[config.mk]
export PLATFORM = sky130hd
export DESIGN_NAME = register_sipo_receiver
export DESIGN_NICKNAME = d
export VERILOG_FILES = /design/src/rtl/sipo_pkg.sv /design/src/rtl/sipo_out_fifo.sv /design/src/rtl/register_sipo_receiver.sv
export SDC_FILE = /design/constraint.sdc
export NUM_CORES = 1
export LEC_CHECK = 0
export BUFFER_PORTS_ARGS = -buffer_cell sky130_fd_sc_hd__buf_2
export CAP_MARGIN = 15
export CORE_MARGIN = 5
export CORE_UTILIZATION = 45
export CTS_BUF_LIST = sky130_fd_sc_hd__clkbuf_2 sky130_fd_sc_hd__clkbuf_4 sky130_fd_sc_hd__clkbuf_8
export CTS_CLUSTER_SIZE = 40
export DETAILED_ROUTE_END_ITERATION = 8
export GPL_TIMING_DRIVEN = 0
export PLACE_DENSITY_LB_ADDON = 0.15
export SYNTH_ARGS = -nofsm -noshare
export SYNTH_HDL_FRONTEND = slang
export SYNTH_SLANG_ARGS = --single-unit
export TNS_END_PERCENT = 50
[constraint.sdc]
create_clock -name reg_clk_i -period 3.35 [get_ports reg_clk_i]
set_clock_uncertainty 0.2 [all_clocks]
set_input_delay 0.67 -clock reg_clk_i [delete_from_list [all_inputs] [get_ports reg_clk_i]]
set_output_delay 0.67 -clock reg_clk_i [all_outputs]
set_load 0.005 [all_outputs]
[src/rtl/sipo_pkg.sv]
// Shared definitions for the SIPO operand-link receiver: default word width and FSM states.
package sipo_pkg;

  localparam int SIPO_WIDTH = 5;

  typedef enum logic [0:0] {
    IDLE  = 1'b0,
    SHIFT = 1'b1
  } state_t;

endpackage

[src/rtl/sipo_out_fifo.sv]
// Two-entry in-order word buffer between the serial deframer and the MAC operand path.
module sipo_out_fifo #(
  parameter int WIDTH = 5
) (
  input  logic             clk,
  input  logic             rst,
  input  logic             push,
  input  logic             pop,
  input  logic [WIDTH-1:0] din,
  output logic [WIDTH-1:0] dout,
  output logic             full,
  output logic             empty
);

  logic [WIDTH-1:0] mem [2];
  logic             wr_ptr;
  logic             rd_ptr;
  logic [1:0]       level;
  logic             do_push;
  logic             do_pop;

  assign full    = (level == 2'd2);
  assign empty   = (level == 2'd0);
  assign do_pop  = pop && !empty;
  // A pop in the same cycle frees the slot, so a push into a full buffer still lands.
  assign do_push = push && (!full || do_pop);

  // NOTE: storage is deliberately not reset; dout is forced to 0 while empty, so stale
  // contents are never visible and the array maps onto plain flops or LUT RAM.
  always_ff @(posedge clk) begin
    if (do_push) mem[wr_ptr] <= din;
  end

  always_ff @(posedge clk or posedge rst) begin
    if (rst) begin
      wr_ptr <= 1'b0;
      rd_ptr <= 1'b0;
      level  <= 2'd0;
    end else begin
      if (do_push) wr_ptr <= ~wr_ptr;
      if (do_pop)  rd_ptr <= ~rd_ptr;
      case ({do_push, do_pop})
        2'b10:   level <= level + 2'd1;
        2'b01:   level <= level - 2'd1;
        default: level <= level;
      endcase
    end
  end

  assign dout = empty ? '0 : mem[rd_ptr];

endmodule

[src/rtl/register_sipo_receiver.sv]
// Serial-in parallel-out receiver: deframes MSB-first words and buffers them for a
// valid/ready consumer, flagging any completed word lost to a full buffer.
module register_sipo_receiver
  import sipo_pkg::*;
#(
  parameter int WIDTH = SIPO_WIDTH
) (
  input  logic             reg_clk_i,
  input  logic             reg_reset_i,
  input  logic             sdi_i,
  input  logic             sdi_en_i,
  input  logic             start_i,
  output logic [WIDTH-1:0] pdo_o,
  output logic             pdo_valid_o,
  input  logic             pdo_ready_i,
  output logic             busy_o,
  output logic             overrun_o
);

  localparam int CW = $clog2(WIDTH + 1);

  state_t           state;
  logic [CW-1:0]    bit_cnt;
  logic [WIDTH-2:0] shreg;   // leading bits of the frame; the final bit arrives live
  logic [WIDTH-1:0] word;
  logic             push;
  logic             pop;
  logic             full;
  logic             empty;

  assign word = {shreg, sdi_i};
  assign push = (state == SHIFT) && sdi_en_i && !start_i && (bit_cnt == CW'(WIDTH - 1));
  assign pop  = pdo_valid_o && pdo_ready_i;

  // NOTE: sequential state uses non-blocking assignments only, so every flop samples
  // the pre-edge values regardless of statement order.
  always_ff @(posedge reg_clk_i or posedge reg_reset_i) begin
    if (reg_reset_i) begin
      state   <= IDLE;
      bit_cnt <= '0;
      shreg   <= '0;
    end else if (sdi_en_i) begin
      if (start_i) begin
        // A start always begins a fresh frame, abandoning any partial word.
        state   <= SHIFT;
        bit_cnt <= CW'(1);
        shreg   <= (WIDTH-1)'(sdi_i);
      end else if (state == SHIFT) begin
        shreg <= word[WIDTH-2:0];
        if (push) begin
          state   <= IDLE;
          bit_cnt <= '0;
        end else begin
          bit_cnt <= bit_cnt + CW'(1);
        end
      end
    end
  end

  always_ff @(posedge reg_clk_i or posedge reg_reset_i) begin
    if (reg_reset_i)               overrun_o <= 1'b0;
    else if (push && full && !pop) overrun_o <= 1'b1;
  end

  sipo_out_fifo #(.WIDTH(WIDTH)) u_fifo (
    .clk   (reg_clk_i),
    .rst   (reg_reset_i),
    .push  (push),
    .pop   (pop),
    .din   (word),
    .dout  (pdo_o),
    .full  (full),
    .empty (empty)
  );

  assign pdo_valid_o = !empty;
  assign busy_o      = (state == SHIFT);

endmodule
### After elaboration in Yosys (flattened, before gate mapping)

Memories as Yosys holds them, arrays and structs flattened.
Cells that the tools add are included.

| word-level totals | value |
|---|---|
| flip-flop bits (word level) | 13 |
| memory bits (writable) | 10 |
| bits of input ports | 6 |
| output and inout bits | 8 |
| logic and storage cells | 46 |
| memories | 1 |

Memories:

| memory | words | bits a word | read ports | clocked after Yosys merged registers in | wr ports | RTL line | RTL |
|---|---|---|---|---|---|---|---|
| u_fifo.mem | 2 | 5 | 1 | 0 | 1 | sipo_out_fifo.sv:15 | `logic [WIDTH-1:0] mem [2];` |

| operators by class | value |
|---|---|
| add/sub/neg operators | 3 |
| equality and inequality tests | 4 |
| muxes and demuxes | 12 |
| bitwise gates (word level) | 2 |
| reduce and logical (&&, ||, !) cells | 17 |

Operator list:

| kind | number |
|---|---|
| two-way mux 3 bit | 3 |
| logical AND 1 bit | 8 |
| two-way mux 4 bit | 2 |
| two-way mux 1 bit | 5 |
| two-way mux 5 bit | 1 |
| equality test 2 bit, second input constant | 2 |
| zero test 1 bit | 4 |
| case mux 2 bit (2 select lines) | 1 |
| nonzero test 2 bit | 2 |
| adder 3 x 1 -> 3 bit, second input constant | 1 |
| equality test 3 bit, second input constant | 1 |
| adder 2 x 1 -> 2 bit, second input constant | 1 |
| equality test 2 x 1 -> 1 bit, second input constant | 1 |
| zero test 2 bit | 1 |
| inverter 1 bit | 2 |
| AND reduction 2 bit | 1 |
| subtractor 2 x 1 -> 2 bit, second input constant | 1 |
| logical OR 1 bit | 1 |

### Longest topological paths before layout

Gate-level depths: netlist (run 1).

| depth | value |
|---|---|
| depth in word-level cells | 8 |
| mapped depth | 5 |
| depth with buffers taken out | 5 |

### Cells and area by module

From an unflattened synthesis (run 1), not the netlist that was laid out.

| unflattened totals | value |
|---|---|
| cell total of the unflattened synthesis | 81 |
| area, all modules | 1051.0 µm² |

By module, submodules not included:

| module | instances | cells an instance | area an instance (µm²) | sequential area each (µm²) |
|---|---|---|---|---|
| sipo_out_fifo | 1 | 41 | 598.1 | 400.4 |
| register_sipo_receiver | 1 | 40 | 452.9 | 225.2 |

### Worst setup path after synthesis (run 1)

Ideal clock, no wire load.

| timing path | value |
|---|---|
| path type | input -> register |
| start | input sdi_en_i |
| end | memory u_fifo.mem[0][0] (enable) |
| library setup time | 374 ps |
| arrival | 1559 ps |
| required time | 2776 ps |
| slack | 1218 ps |
| cell stages on the path | 5 |
| buffers on the path | 2 |
| path through | buf_4 -> and3b_1 -> buf_6 -> nand2_4 -> nor3_1 |

| on the way | value |
|---|---|
| word-level cells in the longest chain between the ends | 6 |

RTL lines:

| what | RTL line | RTL |
|---|---|---|
| start: declaration | register_sipo_receiver.sv:11 | `input logic sdi_en_i,` |
| logical AND 1 bit (3 in a row) | register_sipo_receiver.sv:32 | `assign push = (state == SHIFT) && sdi_en_i && !start_i && (bit_cnt == CW'(WIDTH - 1));` |
| logical AND 1 bit | sipo_out_fifo.sv:26 | `assign do_push = push && (!full \|\| do_pop);` |
| two-way mux 1 bit | sipo_out_fifo.sv:31 | `if (do_push) mem[wr_ptr] <= din;` |
| two-way mux 1 bit (not written as such) | sipo_out_fifo.sv:31 |  |
| end: declaration | sipo_out_fifo.sv:15 |  |

Every way passes these cells.

### Worst setup path in the final report (run 1)

| timing path | value |
|---|---|
| start | register u_fifo.rd_ptr |
| end | output pdo_o[1] |

| on the way | value |
|---|---|
| word-level cells in the longest chain between the ends | 2 |

RTL lines:

| what | RTL line | RTL |
|---|---|---|
| start: declaration | sipo_out_fifo.sv:17 | `logic rd_ptr;` |
| start signal: assignment | sipo_out_fifo.sv:41 | `if (do_pop) rd_ptr <= ~rd_ptr;` |
| memory read (2 x 5 bit) | -- |  |
| two-way mux 5 bit | sipo_out_fifo.sv:50 | `assign dout = empty ? '0 : mem[rd_ptr];` |
| end: declaration | register_sipo_receiver.sv:13 | `output logic [WIDTH-1:0] pdo_o,` |

Every way passes these cells.

==> results of run 1 <==
[layout by cell type, fill, tap and decap left out, types with 2 or more instances in the layout]
master and count:
inv_1 7, buf_4 2, ha_1 2, nor2_1 7, a21oi_1 3, buf_2 12
dfrtp_1 13, o22ai_1 2, nor3_1 2, edfxtp_1 10, mux2i_1 5, a22o_2 3
nand2_1 3, clkbuf_4 3, a211oi_1 2
[report_power, final]
part           total [mW]  switching [mW]  internal, mW
Combinational       0.126          0.0644        0.0615
Clock               0.121          0.0765        0.0445
Sequential          0.347          0.0215         0.326
[final cells by class]
type,instances,area [sq um],share of cell area [%]
plain buffers,4,30.0,2.52
inverters,7,26.3,2.20
well taps,28,35.0,2.94
repair buffers,12,60.1,5.04
flip-flops and latches,23,626,52.5
clock buffers,3,22.5,1.89
clock inverters,1,5.00,0.420
multi-input cells,53,388,32.5
[per-stage QoR]
step	power [mW]	worst slack [ns]	utilization, %	instances	area, sq um
global placement	0.477	0.930	52.2	127	1160
global route	0.632	0.951	53.4	131	1190
floorplan	0.450	1.22	-	87	1070
CTS	0.602	1.05	53.4	131	1190
detailed placement	0.481	0.926	52.2	127	1160
finish	0.594	1.09	53.4	131	1190
[worst max-delay path, stage by stage (launching register included)]
cell,delay [ns]
dfrtp_1,0.34
clkbuf_1,0.34
mux2i_1,0.24
nor2_1,0.05
buf_2,0.13
[worst paths after layout]
path	from	endpoint	slack, ns	cells after the start
max	u_fifo.rd_ptr	pdo_o[1]	1.09	4
min	reg_reset_i	bit_cnt[1]	0.16	2
max reg2reg	bit_cnt[0]	u_fifo.mem[0][4]	1.23	5
min reg2reg	overrun_o	overrun_o	0.26	1
max in group asynchronous	reg_reset_i	u_fifo.level[0]	2.45	2
min in group reg_clk_i	overrun_o	overrun_o	0.26	1
[registers in the layout (all words and copies together) (netlist names)]
signal         count
u_fifo.mem        10
u_fifo.rd_ptr      1
u_fifo.level       2
busy_o             1
u_fifo.wr_ptr      1
overrun_o          1
shreg              4
bit_cnt            3
[layer usage]
layer / GRT usage (%) / vias up / wire length (um)
met2: 16.9 / 9 / 783
met1: 15.5 / 326 / 794
met5: 0 / - / 0
met3: 1.97 / 2 / 69
li1: - / 347 / -
met4: 4.85 / 0 / 14
[cell families (layout without fill, tap and decap cells)]
| logic type | Yosys count | count (layout) | share of synthesized area [%] |
|---|---|---|---|
| AND/OR/NAND/NOR | 24 | 24 | 12.9 |
| XOR/XNOR | 2 | 2 | 1.64 |
| adder cells (fa/ha/maj) | 2 | 2 | 2.34 |
| flip-flops | 23 | 23 | 58.5 |
| multiplexers | 6 | 6 | 5.73 |
| buffers and inverters | 11 | 27 | 5.26 |
| AO/OA/AOI/OAI | 19 | 19 | 13.7 |
==> reports/results.ini, run 1 <==
[outcome]
run_status=finished clean

[worst_setup_path]
critPathRequiredTime_ns=2.48
critical_path.max_fanout=6
critPathCaptureType=output port
criticalPathCategory=register to output port
critPathArrivalTime_ns=1.39
start_kind=register

[global_route]
grt_pass1_wl_um=2960
grt_pass1_vias=671
gr-usage-all-layers_pct=11.1
antenna_found_initial=0
grt_max_degree=14
grt-ovfl-total=0

[synth]
avgSynthCellArea_sq_um=12.3
ys.flop_type=dfrtp_1
syn_inst=87
netlist.area_leader.share_pct=30.4
syn_nets=95
ys_types=39
yosysSeqAreaShare_pct=58.5
synth_common_cells=dfrtp_1 (13), edfxtp_1 (10), inv_1 (7), nor2_1 (7), mux2i_1 (5)
synth_seq_cells=23
syn-cell-area_sq_um=1070
synth_warnings=0
synth-async-reset-ratio_pct=56.5
synth.most_common_cell=dfrtp_1
synth_top_area_cell=dfrtp_1
synth-edff-count=10
synth.area.top_cells=dfrtp_1 (30%), edfxtp_1 (28%), mux2i_1 (4.7%)

[timing]
worstMarginPinSlew_ns=0.711
final.setup.tns_ns=0
holdWs_ns=0.165
min_period_ns=2.26
post-route-period-util_pct=67.4
fmax_mhz=443
final-setup-viol-count=0
relSlewSlack_pct=52.2
rsz0062_at_grt=false
drv_slew=0
finalHoldViolCount=0

[pwr]
powerDensity_nw_per_um2=498
leakagePower_nw=0.540
ir_worst_vdd_mv=0.248

[clock_tree]
cts_setup_buffers=0
clk_latency_ns=0.30
cts_resized=0
postCtsHoldBufs=0
clk_pin_slew_worst_paths_ns=0.12
cts_tree=done
cts_max_level=1
cts_buffers=3
cts_root_buf=clkbuf_4
clockBufferDepth=2
clkSinkCount=23

[die]
core_region_area_sq_um=2230
io_pins=14
fp.dieW_um=58.8
initial_core_util_pct=47.9
dieArea_sq_um=3450
dieHeight_um=58.8
row_count=17

[place]
hpwl_um=1250
port_buffers=12
place_congestion=0.726

[routing]
vias=684
drc=0
wl_um=1660
drt-initial-drc-count=7
wire_per_inst_um=12.7
drtAntennaViolNets=0
drt_pass1_iterations=4
avgViaCountPerCell=5.22

[worst_hold_path]
hp-class=primary input to asynchronous set/reset pin

[final_layout]
n_antenna_cell=0
fillers=192
area_growth_pct=11.5
nNetsFinal=112
drive_gt1_share_pct=28.2

[job]
drv_cap=0

(Power assumes the default switching activity.)
==> run 2, diff against run 1 <==
--- a/config.mk
+++ b/config.mk
@@ -5,6 +5,7 @@
 export SDC_FILE = /design/constraint.sdc
 export NUM_CORES = 1
 export LEC_CHECK = 0
+export ABC_AREA = 1
 export BUFFER_PORTS_ARGS = -buffer_cell sky130_fd_sc_hd__buf_2
 export CAP_MARGIN = 15
 export CORE_MARGIN = 5
==> constraint.sdc (replaced) <==
create_clock -name reg_clk_i -period 1.8 [get_ports reg_clk_i]
set_clock_uncertainty 0.2 [all_clocks]
set_input_delay 0.36 -clock reg_clk_i [delete_from_list [all_inputs] [get_ports reg_clk_i]]
set_output_delay 0.36 -clock reg_clk_i [all_outputs]
set_load 0.005 [all_outputs]
==> run 2 against run 1 <==
  * Clock power up 110%
  * Cell count rose by 16%
  * Sequential power rose by 95%
  * Routed wire length increased by 15%
  * Critical endpoint is now pdo_o[0]
  * Largest cell class unchanged
  * Die area down 3.8%
==> reports/results.ini, run 2 <==
[worst_setup_path]
critPathTopFamily=flip-flops
start_kind=register
critPathRequiredTime_ns=1.24
slowest_stage=dfrtp_2
crit_path_start=u_fifo.level[0]
criticalPathCategory=register to output port
critPathCaptureType=output port
path_cells=nor2_4 -> a21oi_1 -> buf_2
critical_path_buf_inv_count=1
cp.depth=3
critPathMaxStageDelay_ns=0.45
r2r-start=bit_cnt[0]
r2r_slack_ns=0.09
critPathArrivalTime_ns=1.22
reg2regPathDepth=6
critical_path.max_fanout=7

[timing]
min_period_ns=1.78
drv_slew=0
worst_slack_ns=0.0246
worstMarginPinSlew_ns=0.511
post-route-period-util_pct=98.6
fmax_mhz=563
final-setup-viol-count=0
relSlewSlack_pct=65.9
rsz0062_at_grt=true
finalHoldViolCount=0

[final_layout]
drive_gt1_share_pct=28.2
layout_common_cells=nand2_1 (23), inv_1 (17), buf_2 (13), dfrtp_1 (11), edfxtp_1 (10)
nNetsFinal=133
final_design_area_no_fill_sq_um=1230
largest_reg_flops=10
n_antenna_cell=0
area_growth_pct=20.1
fillers=198
post-route-util_pct=56.0
reg.largest.list=u_fifo.mem x10, shreg x4, bit_cnt x3
regMostFlops=u_fifo.mem
final_common_cell=nand2_1

[synth]
synth_top_area_cell=dfrtp_1
synth.area.top_cells=dfrtp_1 (32%), edfxtp_1 (29%), nand2_1 (8.8%)
netlist.area_leader.share_pct=31.9
synth-edff-count=10
yosysSeqAreaShare_pct=61.3
synth-async-reset-ratio_pct=56.5
ys.flop_type=dfrtp_1
synth.most_common_cell=nand2_1
avgSynthCellArea_sq_um=10.0
syn_inst=102
ys_types=21
syn_nets=110
synth_warnings=0
syn-cell-area_sq_um=1020
synth_seq_cells=23
synth_common_cells=nand2_1 (24), inv_1 (18), dfrtp_1 (13)

[global_route]
grt-ovfl-total=0
gr-usage-all-layers_pct=12.8
antenna_found_initial=0
grt_pass1_wl_um=3180
grt_max_degree=15
grt_pass1_vias=696

[die]
row_count=17
io_pins=14
dieHeight_um=57.6
fp.dieW_um=57.6
initial_core_util_pct=46.6
dieArea_sq_um=3320
core_region_area_sq_um=2190

[worst_hold_path]
hold_depth=2
min_from=pdo_ready_i
hp-class=primary input to register

[routing]
drt-initial-drc-count=21
wire_per_inst_um=12.5
vias=712
drt_pass1_iterations=4
wl_um=1910
drc=0
avgViaCountPerCell=4.68
drtAntennaViolNets=0

[pwr]
finalPower_mw=1.37
leakagePower_nw=0.557
powerDensity_nw_per_um2=1120
ir_worst_vdd_mv=0.591

[place]
placed_area_sq_um=1120
port_buffers=13
dp_slack_ns=-0.203
place_congestion=0.680
hpwl_um=1300

[clock_tree]
cts_root_buf=clkbuf_4
cts_buffers=3
clk_latency_ns=0.31
clockBufferDepth=2
clk_pin_slew_worst_paths_ns=0.13
cts_tree=done
clkSinkCount=23
cts_max_level=1

[outcome]
run_status=finished clean

[job]
drv_cap=0

-- run 2: stage by stage --
step	setup TNS, ns	hold slack, ns	std cells
detailed placement	-1.94	0.218	143
global route	-0.157	0.0276	152
CTS	-0.459	0.0204	151
finish	0	0.0291	152
floorplan	0	0.0370	102
global placement	-1.80	0.215	143
-- run 2: power breakdown --
group / switching [mW] / total (mW) / internal, mW
sequential: 0.0660 / 0.677 / 0.611
clock: 0.167 / 0.252 / 0.0848
combinational: 0.245 / 0.442 / 0.197
total: 0.478 / 1.37 / 0.893
-- run 2: final cells by class --
type,count,area (sq um),area share (%)
repair buffers,19,113,9.18
clock inverters,1,7.51,0.612
well taps,28,35.0,2.86
flip-flops and latches,23,628,51.2
clock buffers,3,22.5,1.84
inverters,18,70.1,5.71
multi-input cells,60,350,28.6
-- run 2: path summary, 6_finish.rpt --
| path | to |
|---|---|
| worst max-delay path | pdo_o[0] |
| worst min-delay path | overrun_o |
| worst max register to register | u_fifo.mem[0][1] |
| worst min register to register | overrun_o |
| max in group asynchronous | u_fifo.rd_ptr |
| min in group asynchronous | bit_cnt[0] |
-- run 2: per-layer routing --
metal,GRT usage [%],wire length (um)
met5,0,0
met4,5.96,18
met3,2.45,95
met2,20.6,942
met1,16.6,849
-- run 2: kinds of logic (layout without fill, tap and decap cells) --
kind of cell,after synthesis,after routing,share of synthesized area [%]
simple gates,37,37,16.3
flops,23,23,61.3
compound gates,18,18,10.4
buf+inv,19,41,6.98
fa+ha+maj,2,2,2.45
xor+xnor,3,3,2.57
-- run 2: what timing repair did --
action                                  in CTS  in global routing
gates resized for setup                      5                  6
hold buffers                                 1                  0
hold endpoints to repair                    13                  0
endpoints found under the setup margin      16                 16
cloned                                       0                  0
pin swaps                                    1                  2
buffers inserted                             4                  1
==> run 3, diff against run 2 <==
--- a/config.mk
+++ b/config.mk
@@ -9,7 +9,7 @@
 export BUFFER_PORTS_ARGS = -buffer_cell sky130_fd_sc_hd__buf_2
 export CAP_MARGIN = 15
 export CORE_MARGIN = 5
-export CORE_UTILIZATION = 45
+export CORE_UTILIZATION = 52
 export CTS_BUF_LIST = sky130_fd_sc_hd__clkbuf_2 sky130_fd_sc_hd__clkbuf_4 sky130_fd_sc_hd__clkbuf_8
 export CTS_CLUSTER_SIZE = 40
 export DETAILED_ROUTE_END_ITERATION = 8
==> run 3 against run 2 <==
  * Cell count is 0.66% lower
  * Register-to-register slack worse by 0.02 ns
  * First-iteration DRC count shrank 67%
  * Via count increased by 4.2%
  * Global-route usage up 2.0 points
  * Critical path depth did not move
  * Maximum frequency grew 1.0%
  * Sequential share of layout area down 0.26 points
  * Largest power group unchanged
  * Highest routed layer unchanged
  * Clock-buffer cell count stayed put
  * Non-clock buffer count stayed put
  * Largest cell class unchanged
==> reports/results.ini, run 3 (same netlist as run 2, synthesis figures left out) <==
[final_layout]
multi_input_area_sq_um=357
regMostFlops=u_fifo.mem
post-route-util_pct=64.1
layout_common_cells=nand2_1 (22), inv_1 (17), buf_2 (13), dfrtp_1 (11), edfxtp_1 (10)
final_common_cell=nand2_1
n_antenna_cell=0
seq_area_sq_um=628
fillers=176
nNetsFinal=133
area_growth_pct=20.7
drive_gt1_share_pct=29.8
reg.largest.list=u_fifo.mem x10, shreg x4, bit_cnt x3
largest_reg_flops=10

[timing]
rsz0062_at_grt=true
worstMarginPinSlew_ns=0.504
finalHoldViolCount=0
final-setup-viol-count=0
drv_slew=0
relSlewSlack_pct=66.4
min_period_ns=1.76
fmax_mhz=569
post-route-period-util_pct=97.6

[pwr]
powerDensity_nw_per_um2=1090
leakagePower_nw=0.562
clockPowerShare_pct=16.9
p_int_uw=884
switching_share_pct=33.9
p_switching_uw=454
finalPower_mw=1.34
p_seq_share_pct=51.8
ir_worst_vdd_mv=0.532
pwr-share-comb_pct=31.3

[die]
row_count=16
core_region_area_sq_um=1920
dieArea_sq_um=2950
dieHeight_um=54.3
fp.dieW_um=54.3
initial_core_util_pct=53.1
io_pins=14

[global_route]
use_met3_pct=3.54
grt-ovfl-total=0
grt_pass1_vias=714
use_met2_pct=23.9
grt_max_degree=14
antenna_found_initial=0
gr-usage-all-layers_pct=14.8
grt_busiest_layer=met2
grt_pass1_wl_um=3060
met1_usage_pct=17.7

[routing]
wire_per_inst_um=11.8
drc=0
drtAntennaViolNets=0
wl_um=1780
drt-initial-drc-count=7
drt_pass1_iterations=4
avgViaCountPerCell=4.91
vias=742

[worst_setup_path]
critPathCaptureType=output port
critical_path.max_fanout=7
r2r_slack_ns=0.07
critPathRequiredTime_ns=1.24
crit_path_start=u_fifo.level[0]
start_kind=register
reg2regPathDepth=5
r2r_end=u_fifo.mem[1][3]
crit_end=pdo_o[2]
r2r-start=u_fifo.level[0]
criticalPathCategory=register to output port
critPathArrivalTime_ns=1.20

[clock_tree]
clockBufferDepth=2
cts_tree=done
clkSinkCount=23
cts_max_level=1
clk_latency_ns=0.30
clk_pin_slew_worst_paths_ns=0.12
cts_buffers=3
cts_root_buf=clkbuf_4

[worst_hold_path]
hp-class=primary input to register
hold_depth=2

[place]
place_congestion=0.750
hpwl_um=1310
port_buffers=13

[job]
drv_cap=0

[outcome]
run_status=finished clean

run 3: area by class of cell:
class	instances	area share, %
multi-input combinational	60	28.9
clock buffer	3	1.83
inverter	18	5.69
timing repair buffer	19	9.44
clock inverter	1	0.406
tap	27	2.74
sequential	23	51.0
run 3: layer usage:
metal | wire length, um | part of all wire [%]
met1 | 817 | 46
met3 | 64 | 3.6
met5 | 0 | 0
met4 | 25 | 1.4
met2 | 876 | 49
run 3: worst min-delay path by stage:
stage / from / end / slack [ns]
floorplan: reg_reset_i / bit_cnt[0] / 0.04
global placement: reg_reset_i / busy_o / 0.22
detailed placement: reg_reset_i / u_fifo.level[0] / 0.21
CTS: pdo_ready_i / overrun_o / 0.02
global route: sdi_i / u_fifo.mem[0][0] / 0.05
finish: pdo_ready_i / overrun_o / 0.04
run 3: critical path, stage by stage (launching register included):
cell and delay, ns:
dfrtp_2 0.48, nor2_4 0.22, a21oi_1 0.06, buf_2 0.13
run 3: metrics by stage:
stage / setup slack [ns] / hold WS [ns] / instance area (sq um) / cells / TNS, ns
final: 0.0429 / 0.0391 / 1230 / 151 / 0
after global routing: -0.0336 / 0.0456 / 1230 / 151 / -0.196
after CTS: 0.00167 / 0.0210 / 1180 / 147 / 0
after detailed placement: -0.215 / 0.212 / 1120 / 142 / -1.97
after global placement: -0.173 / 0.215 / 1120 / 142 / -1.73
after floorplan: 0.106 / 0.0370 / 1020 / 102 / 0
run 3: power by group through the flow:
stage / combinational (mW) / sequential (mW) / clock, mW
floorplan: 0.248 / 0.657 / 0
global placement: 0.346 / 0.664 / 0
detailed placement: 0.362 / 0.668 / 0
CTS: 0.352 / 0.691 / 0.241
global route: 0.476 / 0.703 / 0.262
finish: 0.419 / 0.694 / 0.226
run 3: what timing repair did:
item                                   4_1_cts  5_1_grt
hold buffers                                 1        0
setup endpoints to repair                   16       16
pin swaps                                    1        4
gates resized for setup                      6        8
setup buffers                                1        4
endpoints found under the hold margin       13        0
